===== src/rtl/spi_reg_ctrl_if.sv =====
// SPI bus between an external master and the register-bank slave.
interface spi_reg_ctrl_if;
  logic sck;
  logic cs_n;
  logic mosi;
  logic miso;

  modport master (output sck, output cs_n, output mosi, input miso);
  modport slave  (input sck, input cs_n, input mosi, output miso);
endinterface


===== src/rtl/spi_reg_ctrl.sv =====
// SPI mode-0 slave that owns the display configuration register bank.
// SCK, CS_N and MOSI are oversampled with clk. A transaction is one command
// byte {rw, addr[6:0]} followed by a burst of data bytes with address
// auto-increment.
module spi_reg_ctrl #(
  parameter int unsigned NUM_REGS    = 4,
  parameter int unsigned SYNC_STAGES = 2
) (
  input  logic                  clk,
  input  logic                  rst_n,
  spi_reg_ctrl_if.slave         spi,
  output logic [8*NUM_REGS-1:0] regs_flat,
  output logic                  wr_strobe,
  output logic [6:0]            wr_addr,
  output logic                  busy
);

  typedef enum logic [1:0] {
    IDLE,
    CMD,
    DATA
  } state_t;

  localparam logic [7:0] NREGS = 8'(NUM_REGS);

  logic [SYNC_STAGES-1:0] sck_sync;
  logic [SYNC_STAGES-1:0] cs_sync;
  logic [SYNC_STAGES-1:0] mosi_sync;
  logic [SYNC_STAGES-1:0] fill;
  logic                   sck_s;
  logic                   cs_s;
  logic                   mosi_s;
  logic                   sck_prev;
  logic                   rise;
  logic                   fall;
  logic                   armed;

  state_t     state, state_nx;
  logic [2:0] bit_cnt, bit_cnt_nx;
  logic [6:0] shift, shift_nx;
  logic [7:0] tx_shift, tx_nx;
  logic       rw, rw_nx;
  logic [6:0] addr, addr_nx;
  logic       miso_q, miso_nx;
  logic       we;
  logic [7:0] rx_byte;
  logic [6:0] rd_addr;
  logic [7:0] rd_data;

  logic [7:0] regs [NUM_REGS];

  assign sck_s   = sck_sync[SYNC_STAGES-1];
  assign cs_s    = cs_sync[SYNC_STAGES-1];
  assign mosi_s  = mosi_sync[SYNC_STAGES-1];
  assign rise    = sck_s & ~sck_prev;
  assign fall    = ~sck_s & sck_prev;
  assign busy    = ~cs_s;
  assign rx_byte = {shift, mosi_s};
  assign spi.miso = miso_q;

  // Input synchronizers, SCK edge history and the post-reset re-arm flag.
  // The cs_n pipeline resets to "deselected"; fill marks when it holds real
  // samples so a transaction already in flight at reset release stays ignored
  // until cs_n is genuinely observed high.
  always_ff @(posedge clk or negedge rst_n) begin
    if (!rst_n) begin
      sck_sync  <= '0;
      cs_sync   <= '1;
      mosi_sync <= '0;
      fill      <= '0;
      sck_prev  <= 1'b0;
      armed     <= 1'b0;
    end else begin
      sck_sync  <= {sck_sync[SYNC_STAGES-2:0], spi.sck};
      cs_sync   <= {cs_sync[SYNC_STAGES-2:0], spi.cs_n};
      mosi_sync <= {mosi_sync[SYNC_STAGES-2:0], spi.mosi};
      fill      <= {fill[SYNC_STAGES-2:0], 1'b1};
      sck_prev  <= sck_s;
      if (cs_s && fill[SYNC_STAGES-1]) begin
        armed <= 1'b1;
      end
    end
  end

  // Readback address: the command's start address while finishing CMD,
  // otherwise the next address of the burst.
  always_comb begin
    rd_addr = (state == CMD) ? rx_byte[6:0] : addr + 7'd1;
  end

  // Register readback mux; out-of-range addresses read as zero.
  always_comb begin
    rd_data = '0;
    for (int unsigned i = 0; i < NUM_REGS; i++) begin
      if (rd_addr == 7'(i)) begin
        rd_data = regs[i];
      end
    end
  end

  // FSM next-state and datapath updates; deselect overrides any SCK edge.
  always_comb begin
    state_nx   = state;
    bit_cnt_nx = bit_cnt;
    shift_nx   = shift;
    tx_nx      = tx_shift;
    rw_nx      = rw;
    addr_nx    = addr;
    miso_nx    = miso_q;
    we         = 1'b0;
    if (cs_s) begin
      state_nx   = IDLE;
      bit_cnt_nx = '0;
      miso_nx    = 1'b0;
    end else begin
      unique case (state)
        IDLE: begin
          miso_nx    = 1'b0;
          bit_cnt_nx = '0;
          if (armed) begin
            state_nx = CMD;
          end
        end
        CMD: begin
          if (rise) begin
            shift_nx   = rx_byte[6:0];
            bit_cnt_nx = bit_cnt + 3'd1;
            if (bit_cnt == 3'd7) begin
              rw_nx      = rx_byte[7];
              addr_nx    = rx_byte[6:0];
              bit_cnt_nx = '0;
              state_nx   = DATA;
              if (rx_byte[7]) begin
                tx_nx = rd_data;
              end
            end
          end
        end
        DATA: begin
          if (rise) begin
            shift_nx   = rx_byte[6:0];
            bit_cnt_nx = bit_cnt + 3'd1;
            if (bit_cnt == 3'd7) begin
              if (!rw && ({1'b0, addr} < NREGS)) begin
                we = 1'b1;
              end
              if (rw) begin
                tx_nx = rd_data;
              end
              addr_nx    = addr + 7'd1;
              bit_cnt_nx = '0;
            end
          end else if (fall && rw) begin
            miso_nx = tx_shift[7];
            tx_nx   = {tx_shift[6:0], 1'b0};
          end
        end
        default: state_nx = IDLE;
      endcase
    end
  end

  // FSM state and transaction datapath registers.
  always_ff @(posedge clk or negedge rst_n) begin
    if (!rst_n) begin
      state    <= IDLE;
      bit_cnt  <= '0;
      shift    <= '0;
      tx_shift <= '0;
      rw       <= 1'b0;
      addr     <= '0;
      miso_q   <= 1'b0;
    end else begin
      state    <= state_nx;
      bit_cnt  <= bit_cnt_nx;
      shift    <= shift_nx;
      tx_shift <= tx_nx;
      rw       <= rw_nx;
      addr     <= addr_nx;
      miso_q   <= miso_nx;
    end
  end

  // Register bank write with strobe and address report in the same cycle.
  always_ff @(posedge clk or negedge rst_n) begin
    if (!rst_n) begin
      for (int unsigned i = 0; i < NUM_REGS; i++) begin
        regs[i] <= '0;
      end
      wr_strobe <= 1'b0;
      wr_addr   <= '0;
    end else begin
      wr_strobe <= we;
      if (we) begin
        wr_addr <= addr;
        for (int unsigned i = 0; i < NUM_REGS; i++) begin
          if (addr == 7'(i)) begin
            regs[i] <= rx_byte;
          end
        end
      end
    end
  end

  // Flatten the bank for the display datapath.
  always_comb begin
    regs_flat = '0;
    for (int unsigned i = 0; i < NUM_REGS; i++) begin
      regs_flat[8*i +: 8] = regs[i];
    end
  end

endmodule


===== src/flat_wrapper.sv =====
// flat-port wrapper written by rule: the top's interface ports become plain ports
module spi_reg_ctrl_flat 
#(
  parameter int unsigned NUM_REGS    = 4,
  parameter int unsigned SYNC_STAGES = 2
)
  (clk, rst_n, regs_flat, wr_strobe, wr_addr, busy, spi_sck, spi_cs_n, spi_mosi, spi_miso);
  spi_reg_ctrl_if spi_i ();
  input  logic clk;
  input  logic rst_n;
  output logic [8*NUM_REGS-1:0] regs_flat;
  output logic wr_strobe;
  output logic [6:0] wr_addr;
  output logic busy;
  input wire logic [$bits(spi_i.sck)-1:0] spi_sck;
  input wire logic [$bits(spi_i.cs_n)-1:0] spi_cs_n;
  input wire logic [$bits(spi_i.mosi)-1:0] spi_mosi;
  output wire logic [$bits(spi_i.miso)-1:0] spi_miso;
  assign spi_i.sck = spi_sck;
  assign spi_i.cs_n = spi_cs_n;
  assign spi_i.mosi = spi_mosi;
  assign spi_miso = spi_i.miso;
  spi_reg_ctrl #(.NUM_REGS(NUM_REGS), .SYNC_STAGES(SYNC_STAGES)) u_core (.clk(clk), .rst_n(rst_n), .spi(spi_i), .regs_flat(regs_flat), .wr_strobe(wr_strobe), .wr_addr(wr_addr), .busy(busy));
endmodule

===== config.mk =====
export PLATFORM = sky130hd
export DESIGN_NAME = spi_reg_ctrl_flat
export DESIGN_NICKNAME = d
export VERILOG_FILES = /design/src/rtl/spi_reg_ctrl_if.sv /design/src/rtl/spi_reg_ctrl.sv /design/src/flat_wrapper.sv
export SDC_FILE = /design/constraint.sdc
export NUM_CORES = 1
export LEC_CHECK = 0
export ABC_CLOCK_PERIOD_IN_PS = 3580
export CORE_UTILIZATION = 45
export DETAILED_ROUTE_END_ITERATION = 16
export PLACE_DENSITY = 0.75
export SLEW_MARGIN = 20
export SYNTH_ARGS = -nofsm -noshare
export SYNTH_HDL_FRONTEND = slang
export SYNTH_SLANG_ARGS = --single-unit

===== constraint.sdc =====
create_clock -name clk -period 3.58 [get_ports clk]
set_input_delay 0.537 -clock clk [delete_from_list [all_inputs] [get_ports clk]]
set_output_delay 0.537 -clock clk [all_outputs]
set_load 0.02 [all_outputs]

==> results of run 1 <==
[kinds of logic after synthesis]
group | after synthesis | synth area share (%)
buf+inv | 28 | 3.68
fa+ha+maj | 11 | 3.61
other cells | 1 | 0.0985
compound gates | 44 | 9.20
mux | 53 | 18.6
simple gates | 82 | 12.6
xor+xnor | 1 | 0.230
flops | 79 | 52.0
[per-layer routing]
| layer | vias to the layer above | wire length (um) |
|---|---|---|
| met4 | 0 | 138 |
| met5 | - | 0 |
| li1 | 1170 | - |
| met3 | 13 | 354 |
| met2 | 61 | 3690 |
| met1 | 1266 | 3510 |
[through the flow]
step                      instances  area, um2  power [uW]  hold WS [ns]
after floorplan                 299       3810        1370         0.241
after detailed placement        440       4330        1480         0.341
final                           456       4570        2250         0.332
after CTS                       456       4570        2280         0.359
after global placement          440       4330        1470         0.333
after global routing            456       4570        2370         0.362
[cells in the final DEF (no fill, tap or decap), types with 5 or more instances in the layout]
cell | netlist | routed
nand2_4 | 5 | 5
o221ai_1 | 7 | 7
nor2_1 | 19 | 19
mux4_1 | 6 | 6
a21oi_1 | 8 | 8
ha_1 | 11 | 11
nand2_1 | 22 | 22
inv_1 | 15 | 15
a22oi_1 | 5 | 5
dfrtp_1 | 77 | 77
o21ai_0 | 11 | 11
mux2_1 | 21 | 21
clkdlybuf4s50_1 | 0 | 45
nand4_1 | 8 | 8
clkbuf_8 | 0 | 9
and2_1 | 5 | 5
mux2_2 | 19 | 19
[path summary, 6_finish.rpt]
path | start | end | cells past startpoint
setup / recovery | u_core.addr[0] | u_core.tx_shift[0] | 6
hold / removal | rst_n | u_core.regs_flat[16] | 1
setup reg to reg | u_core.addr[0] | u_core.tx_shift[0] | 6
hold reg to reg | u_core.fill[0] | u_core.fill[1] | 0
max in group asynchronous | rst_n | u_core.regs_flat[27] | 1
min in group clk | u_core.fill[0] | u_core.fill[1] | 0
[area by class of cell]
class	instances	area (um2)
fillers	697	3650
flip-flops and latches	79	1980
multi-input cells	192	1690
repair buffers	47	465
well taps	105	131
clock buffers	10	128
clock inverters	6	109
inverters	17	68.8
[registers in the layout, summed over array words and instances, names as in the netlist]
register and flops:
u_core.sck_prev 1, u_core.spi.miso 1, u_core.rw 1, u_core.mosi_sync 2, u_core.wr_addr 7, u_core.addr 7
u_core.bit_cnt 3, u_core.tx_shift 8, u_core.armed 1, u_core.fill 2, u_core.shift 7, u_core.regs_flat 32
u_core.cs_sync 2, u_core.wr_strobe 1, u_core.sck_sync 2, u_core.state 2
[power groups by stage]
stage / Combinational, uW / Sequential (uW) / Clock (uW)
after floorplan: 352 / 1020 / 0
after global placement: 418 / 1050 / 0
after detailed placement: 426 / 1060 / 0
after CTS: 432 / 1040 / 803
after global routing: 468 / 1050 / 846
final: 426 / 1040 / 785
==> qor.csv, run 1 <==
metric;value;unit
async_reset_ff_share;100;%
leakagePower;0.00217;uW
outcome;finished clean;
ff2ff_setup_slack;1.05;ns
maxCapViolCount;0;
timing.final.crit_share;70.7;%
vdd_drop_max;0.294;mV
chipWidth;94.0;um
critPathLaunchType;flip-flop;
switchingPower;666;uW
min_period;2.53;ns
antenna_found_initial;0;
gp_congestion;0.744;
synth_flop_cell;dfrtp_1;
cts_sinks;79;
routedWlPerCell;16.9;um
ys_seq_area_share;52.0;%
ioPinCount;47;
clkPwrFrac;34.9;%
gr-total-overflow;0;
worstPathRequired;3.80;ns
met2_usage;31.3;%
portBuffers;46;
die_h;94.0;um
end_kind;flip-flop;
hold_buffers;0;
postLayoutCoreUtil;55.6;%
hold_viol_final;0;
clk_latency;0.35;ns
synth.distinct_cells;48;
min_path_type;in2async;
final_max_slew_viol_count;0;
setup_tns;0;ns
synth_commonest_cells;dfrtp_1, nand2_1, mux2_1;
synth_edf_count;0;
grt_pass1_wl;13100;um
path_clk_slew;0.08;ns
synth_top_cell_area_share;50.6;%
drc;0;
cts_setup_buffers;0;
dp_slack;1.05;ns
worst_pin_slew;0.972;ns
syn_nets;315;
combPwrFrac;18.9;%
cts_tree;built;
ant_nets;0;
cpPeakStageDelay;0.65;ns
dp_hpwl;5210;um
crit_fanout;8;
clock-root-buffer;clkbuf_8;
cp_top_family;multiplexers;
slew-limit-headroom;35.2;%
setup_violations;0;
via_count;2510;
intPower;1590;uW
met3_usage;5.50;%
routed_wirelength;7700;um
busiest_layer;met2;
fp-row-count;33;
first_iter_violations;108;
fmax;395;MHz
cts-htree-levels;3;
worstPathArrival;2.75;ns
final.setup_skew;0.00422;ns
drive_gt1_share;17.1;%
crit_buf_inv;1;
power_density;493;nW/um2
crit_chain;inv_1 > ha_1 > mux2i_2 > mux4_1 > nand2_1 > o22ai_1;
switching_share;29.6;%
use_met1;25.7;%
critical_path.slowest_cell;mux4_1;
dr.pass1.iters;4;
worstSetupPathType;reg2reg;
synth_area_per_cell;12.7;um2
grt_max_degree;80;
antenna-diode-count;0;
yosysWarnings;0;
via_per_inst;5.50;
ctsResizeCount;0;
dieArea;8830;um2
setup_slack;1.05;ns
ys_ff_latch;79;
fp.coreArea;8220;um2
initial_utilization;46.3;%
synth_most_common_cell;dfrtp_1;
grt_use_total;20.0;%
pwr-share-seq;46.2;%
cts_buffers;9;
grt_pass1_vias;2564;
cts.path.max_buffers;2;
synth_cells;299;
yosysTopAreaCell;dfrtp_1;
synth_area;3810;um2
nets;362;
rsz0062_at_grt;false;
area_growth;20.0;%
ys_top_cells_by_area;dfrtp_1, mux2_1, mux2_2;
Power figures use the tool's default switching activity.
==> run 2: changes to the inputs <==
ABC_CLOCK_PERIOD_IN_PS = 2400   (was 3580)
clock period = 2.4 ns   (was 3.58 ns; I/O delays follow)
==> qor.csv, run 2 (same netlist as run 1, synthesis figures left out) <==
metric;value;unit
outcome;finished clean;
power_density;699;nW/um2
initial_utilization;46.3;%
cts_tree;built;
cts.path.max_buffers;2;
nets;367;
vdd_drop_max;0.356;mV
cpPeakStageDelay;0.63;ns
setup_tns;0;ns
min_period;2.19;ns
cts_sinks;79;
worstPathArrival;2.39;ns
portBuffers;46;
timing.final.crit_share;91.2;%
min_path_type;in2async;
setup_violations;0;
routed_wirelength;7650;um
finalPower;3200;uW
via_count;2553;
slew-limit-headroom;59.6;%
grt_pass1_vias;2587;
grt_pass1_wl;12900;um
via_per_inst;5.54;
cts-htree-levels;3;
dp_cells;445;
stdcell_count;461;
dp_slack;0.180;ns
crit_chain;inv_1 > ha_1 > o21ai_4 > mux4_1 > nand2_1 > o221ai_1;
clk_latency;0.34;ns
dpl_cell_area;4380;um2
stdcell_area;4580;um2
grt_max_degree;47;
worst_pin_slew;0.607;ns
clock-root-buffer;clkbuf_8;
path_clk_slew;0.08;ns
area_growth;20.3;%
dieArea;8830;um2
hold_viol_final;0;
gr-total-overflow;0;
crit_fanout;8;
final_max_slew_viol_count;0;
die_h;94.0;um
setup_slack;0.211;ns
cts_buffers;9;
gp_congestion;0.799;
critPathLaunchType;flip-flop;
final.setup_skew;0.0114;ns
chipWidth;94.0;um
worstSetupPathType;reg2reg;
layout_commonest_cell;dfrtp_1;
first_iter_violations;121;
routedWlPerCell;16.6;um
ioPinCount;47;
fp-row-count;33;
drive_gt1_share;18.5;%
leakagePower;0.00218;uW
largest_register_ffs;32;
antenna_found_initial;0;
rsz0062_at_grt;false;
antenna-diode-count;0;
dp_hpwl;5350;um
fp.coreArea;8220;um2
drc;0;
critical_path.slowest_cell;mux4_1;
dr.pass1.iters;5;
maxCapViolCount;0;
ant_nets;0;
mostFrequentLayoutCells;dfrtp_1, clkdlybuf4s50_1, nand2_1, mux2_1;
end_kind;flip-flop;
hold_buffers;0;
worstPathRequired;2.60;ns
grt_use_total;19.4;%
fmax;457;MHz
[run 2: changes by cell type in the layout (fill, tap and decap cells not counted)]
| cell | delta |
|---|---|
| buf_4 | +4 |
| bufinv_16 | -2 |
| a21bo_1 | -1 |
| a21bo_2 | +1 |
| buf_12 | +1 |
| clkinv_2 | -1 |
| clkinv_4 | +1 |
| clkinvlp_4 | +1 |
| inv_6 | +1 |
[run 2: where the power goes]
group	total [uW]	internal, uW	switching [uW]
combinational	673	303	370
sequential	1540	1400	142
clock	983	487	496
total	3200	2190	1010
[run 2: metal layers]
metal	vias to the layer above	GRT usage, %	share of wire (%)	wire, um
met4	0	9.87	1.8	137
met1	1300	25.2	45	3460
met3	15	3.56	4.4	339
met2	62	31.0	49	3720
met5	-	0	0	0
li1	1176	-	-	-
[run 2: area by class of cell]
type                    count  area, um2
clock buffers              10        128
clock inverters             6       68.8
fillers                   688       3640
inverters                  17       68.8
multi-input cells         192       1690
flip-flops and latches     79       1980
well taps                 105        131
repair buffers             52        515
[run 2: worst max-delay path, delay by kind of cell (launching register included)]
family	cells	cell delay, ns
fa+ha+maj	1	0.31
buf+inv	1	0.10
flops	1	0.41
simple gates	1	0.11
mux	1	0.63
compound gates	2	0.50
[run 2: per-stage QoR]
step | util, % | hold slack, ns
after floorplan | - | 0.0644
after global placement | 53.3 | 0.332
after detailed placement | 53.3 | 0.337
after CTS | 55.7 | 0.0273
after global routing | 55.7 | 0.0561
final | 55.7 | 0.0278
[run 2: final timing paths]
path,startpoint,endpoint,slack (ns),cells after the start
worst max register to register,u_core.state[1],u_core.tx_shift[5],0.21,6
min in group clk,u_core.mosi_sync[0],u_core.mosi_sync[1],0.35,0
worst min-delay path,rst_n,u_core.mosi_sync[0],0.03,1
worst max-delay path,u_core.state[1],u_core.tx_shift[5],0.21,6
max in group asynchronous,rst_n,u_core.cs_sync[1],1.71,2
worst min register to register,u_core.mosi_sync[0],u_core.mosi_sync[1],0.35,0
[run 2: timing repair]
action / 4_1_cts / 5_1_grt
buffers inserted: 0 / 0
resized for setup: 0 / 1
endpoints found under the setup margin: 0 / 1
